### src/rtl/div_16x8_seq.sv
// rtl/div_16x8_seq.sv - sequential 16/8 restoring divider, one quotient bit per cycle, valid/ready on both sides
// Optional truncated-quotient mode enabled by defining APPROX_DIV_EN (skips TRUNC_BITS low quotient bits).
module div_16x8_seq #(
  parameter int TRUNC_BITS = 4
) (
  input  logic        clk,
  input  logic        rst,
  input  logic        in_valid,
  output logic        in_ready,
  input  logic [15:0] dividend,
  input  logic [7:0]  divisor,
  output logic        out_valid,
  input  logic        out_ready,
  output logic [15:0] quotient,
  output logic [7:0]  remainder,
  output logic        div_by_zero
);

`ifdef APPROX_DIV_EN
  localparam bit APPROX = 1'b1;
`else
  localparam bit APPROX = 1'b0;
`endif

  // Number of low quotient bits that are never computed; zero in the exact build.
  localparam int         SKIP     = APPROX ? TRUNC_BITS : 0;
  localparam logic [3:0] CNT_LOAD = 4'(15 - SKIP);

  localparam logic [1:0] IDLE = 2'd0;
  localparam logic [1:0] CALC = 2'd1;
  localparam logic [1:0] DONE = 2'd2;

  logic [1:0]  state;
  logic [3:0]  cnt;
  logic [15:0] dvd_sh;
  logic [7:0]  dvs;
  logic [8:0]  p;
  logic [14:0] q;

  logic [8:0]  p_sh;
  logic [8:0]  p_next;
  logic        q_bit;
  logic [15:0] q_next;

  // One restoring step: shift the next dividend bit into the 9-bit partial remainder, then trial-subtract.
  always_comb begin
    p_sh   = 9'({p, dvd_sh[15]});
    q_bit  = (p_sh >= {1'b0, dvs});
    p_next = q_bit ? (p_sh - {1'b0, dvs}) : p_sh;
    q_next = {q, q_bit};
  end

  assign in_ready  = (state == IDLE);
  assign out_valid = (state == DONE);

  always_ff @(posedge clk or posedge rst) begin
    if (rst) begin
      state       <= IDLE;
      cnt         <= 4'd0;
      dvd_sh      <= 16'd0;
      dvs         <= 8'd0;
      p           <= 9'd0;
      q           <= 15'd0;
      quotient    <= 16'd0;
      remainder   <= 8'd0;
      div_by_zero <= 1'b0;
    end else begin
      case (state)
        IDLE: begin
          if (in_valid) begin
            if (divisor == 8'd0) begin
              quotient    <= 16'hFFFF;
              remainder   <= dividend[7:0];
              div_by_zero <= 1'b1;
              state       <= DONE;
            end else begin
              dvd_sh      <= dividend;
              dvs         <= divisor;
              p           <= 9'd0;
              q           <= 15'd0;
              cnt         <= CNT_LOAD;
              div_by_zero <= 1'b0;
              state       <= CALC;
            end
          end
        end
        CALC: begin
          dvd_sh <= {dvd_sh[14:0], 1'b0};
          p      <= p_next;
          q      <= q_next[14:0];
          if (cnt == 4'd0) begin
            // Truncated mode: computed bits sit low in q_next and are realigned to the top.
            quotient  <= q_next << SKIP;
            remainder <= APPROX ? 8'd0 : p_next[7:0];
            state     <= DONE;
          end else begin
            cnt <= cnt - 4'd1;
          end
        end
        DONE: begin
          if (out_ready) begin
            state <= IDLE;
          end
        end
        default: state <= IDLE;
      endcase
    end
  end

endmodule

### config.mk
export PLATFORM = sky130hd
export DESIGN_NAME = div_16x8_seq
export DESIGN_NICKNAME = d
export VERILOG_FILES = /design/src/rtl/div_16x8_seq.sv
export SDC_FILE = /design/constraint.sdc
export NUM_CORES = 1
export LEC_CHECK = 0
export ABC_AREA = 1
export BUFFER_PORTS_ARGS = -buffer_cell sky130_fd_sc_hd__buf_2
export CAP_MARGIN = 20
export CORE_MARGIN = 2
export CORE_UTILIZATION = 51
export DETAILED_ROUTE_END_ITERATION = 8
export PLACE_DENSITY = 0.73
export REMOVE_ABC_BUFFERS = 1
export SYNTH_ARGS = -nofsm -noshare
export SYNTH_HDL_FRONTEND = slang
export SYNTH_SLANG_ARGS = --single-unit
export TNS_END_PERCENT = 5
### constraint.sdc
create_clock -name clk -period 2.8 [get_ports clk]
set_input_delay 0.28 -clock clk [delete_from_list [all_inputs] [get_ports clk]]
set_output_delay 0.28 -clock clk [all_outputs]
set_load 0.03 [all_outputs]
==> impl_metrics.json <==
{
  "yosys_register_bits": 78,
  "critPathMaxFanout": 8,
  "routabilityCongestion": 0.893,
  "cp_num_cells": 10,
  "postCtsSetupBuffers": 0,
  "dieArea_sq_mm": 0.00828,
  "cts_buffers": 9,
  "pre_cts_ws_ps": 815,
  "drt_iter0_markers": 161,
  "hold_buffers": 0,
  "num_vias": 3200,
  "powerDensity_mw_per_mm2": 1430,
  "synth_edf_count": 0,
  "period_share_pct": 72.5,
  "place_inst": 609,
  "irDropWorstVdd_uv": 756,
  "post-route-min-period_ps": 2030,
  "drcViolationCount": 0,
  "hold_path_class": "in -> async",
  "path_clk_slew_ps": 90,
  "hpwl_microns": 5710,
  "synthArstFlopShare_pct": 100,
  "final_common_cell": "nand2_1",
  "overflow": 0,
  "max_freq_mhz": 493,
  "cts_root_buf": "clkbuf_8",
  "fin_area_sq_mm": 0.00439,
  "drive_gt1_share_pct": 18.1,
  "p_leak_nw": 2.25,
  "setup_viol": 0,
  "grt_antenna_before_repair": 0,
  "grt_pass1_vias": 3069,
  "yosysSeqAreaShare_pct": 50.6,
  "viasPerCell": 5.12,
  "grt_pass1_wl_microns": 14000,
  "grt_max_degree": 48,
  "postPlaceCellArea_sq_mm": 0.00417,
  "crit_type": "reg -> reg",
  "io_pins": 55,
  "yosys.area.top_type": "dfrtp_1",
  "cp.required_ps": 3090,
  "drtPass1Iterations": 4,
  "layout_common_cells": "105 x nand2_1, 78 x dfrtp_1, 67 x inv_1",
  "slew_headroom_pct": 51.5,
  "core_sq_mm": 0.00729,
  "drt_wl_total_microns": 8060,
  "rsz0062_at_grt": "false",
  "final_antenna_net_count": 0,
  "die_h_microns": 91.0,
  "cts_buffer_depth": 2,
  "wire_per_inst_microns": 12.9,
  "ctsHtreeMaxLevel": 3,
  "cp_cell_sequence": "ha_1 > nand2_1 > nand2_1 > nand2_1 > nand2_1 > nor2_1 > nand4_1 > nand3_1 > nand2_1 > inv_1",
  "cpPeakStageDelay_ps": 480,
  "die_w_microns": 91.0,
  "end_kind": "flip-flop",
  "nNetsFinal": 559,
  "finClkSkew_ps": 7.31,
  "hold_viol_final": 0,
  "clock_latency_ps": 360,
  "start_util_pct": 52.9,
  "whs_ps": 3.26,
  "synth_cells": 470,
  "fin_ws_ps": 770,
  "crit_top_cell": "nand2_1",
  "std_cell_rows": 31,
  "slew_violations": 0,
  "worst_r2r_path_depth": 10,
  "port_buffers": 54,
  "ys_types": 32,
  "critPathBufInv": 1,
  "cts_resized": 0,
  "critPathArrivalTime_ps": 2320,
  "track_usage_pct": 21.1,
  "ys_warn_count": 0,
  "synth_ff_type": "dfrtp_1",
  "cts_sinks": 78,
  "crit_family": "simple AND/OR/NAND/NOR gates",
  "synth_area_per_cell_sq_um": 8.21,
  "drv_cap": 0,
  "worstMarginPinSlew_ps": 726,
  "synth_area_sq_mm": 0.00386,
  "fin_setup_tns_ps": 0,
  "synth_area_leaders": "dfrtp_1 51%, nand2_1 10%, inv_1 6.6%",
  "instances_no_fill": 625,
  "cpMaxStageDelayCell": "nor2_1",
  "outcome": "completed",
  "syn2layout_area_growth_pct": 13.7,
  "start_kind": "flip-flop",
  "synthDominantCellAreaShare_pct": 50.6,
  "n_antenna_cell": 0,
  "cts_tree": "done"
}
[path summary, 6_finish.rpt]
| path | start | end | slack [ps] |
|---|---|---|---|
| max | p[5]$_DFFE_PP0P_ | remainder[3]$_DFFE_PP0P_ | 770 |
| min | rst | quotient[7]$_DFFE_PP0P_ | 3 |
| max reg2reg | p[5]$_DFFE_PP0P_ | remainder[3]$_DFFE_PP0P_ | 770 |
| min reg2reg | dvs[0]$_DFFE_PP0P_ | dvs[0]$_DFFE_PP0P_ | 490 |
| max in group asynchronous | rst | dvs[3]$_DFFE_PP0P_ | 1980 |
| min in group clk | out_ready | state[1]$_DFFE_PP0P_ | 90 |
[cell families after synthesis]
family          count (synthesis)  synth area share [%]
xor+xnor                        3                 0.681
fa+ha+maj                      10                  3.44
buf+inv                        91                  10.5
flops                          78                  50.6
compound gates                 67                  10.5
simple gates                  221                  24.3
[worst register-to-register path, delay by kind of cell, from the launching register on]
family	cells	cell delay, ps
DFF	1	410
adders and majority gates	1	360
and+or+nand+nor	8	1170
buffers and inverters	1	50
[Yosys cell counts, types with 8 or more instances]
library cell  count
o21ai_0          15
o22ai_1          13
inv_1            68
nand2_1         105
nand3_1          31
ha_1              9
a31oi_1          29
nor2_1           59
buf_2            10
or2_2             8
nand4_1          11
dfrtp_1          78
[final cells by class]
cell class / count / area, sq um
Tap cell: 99 / 124
Clock inverter: 6 / 93.8
Fill cell: 699 / 2900
Timing Repair Buffer: 58 / 313
Clock buffer: 10 / 128
Multi-Input combinational cell: 301 / 1500
Inverter: 73 / 277
Sequential cell: 78 / 1950
[power by group]
| group | internal, W | leakage [nW] | switching, W | total [W] |
|---|---|---|---|---|
| combinational | 0.00110 | 1.22 | 0.00229 | 0.00339 |
| sequential | 0.00167 | 0.926 | 0.000257 | 0.00192 |
| clock | 0.000510 | 0.107 | 0.000429 | 0.000939 |
| total | 0.00328 | 2.25 | 0.00298 | 0.00626 |
[flip-flops by register name (all words and copies together) (netlist names)]
signal       cells
dvs              8
quotient        16
p                8
div_by_zero      1
dvd_sh          16
q               15
state            2
cnt              4
remainder        8
[routing by layer]
layer / track usage, % / vias to the layer above / share of wire [%]
li1: - / 1621 / -
met1: 29.6 / 1485 / 49
met2: 32.2 / 78 / 45
met3: 3.49 / 16 / 3.9
met4: 9.47 / 0 / 2.3
met5: 0 / - / 0
[through the flow]
stage	util (%)	total power, W
after global routing	60.2	0.00683
after global placement	57.1	0.00524
after CTS	60.2	0.00628
after floorplan	-	0.00443
after detailed placement	57.1	0.00532
final	60.2	0.00626
(Power assumes the default switching activity.)
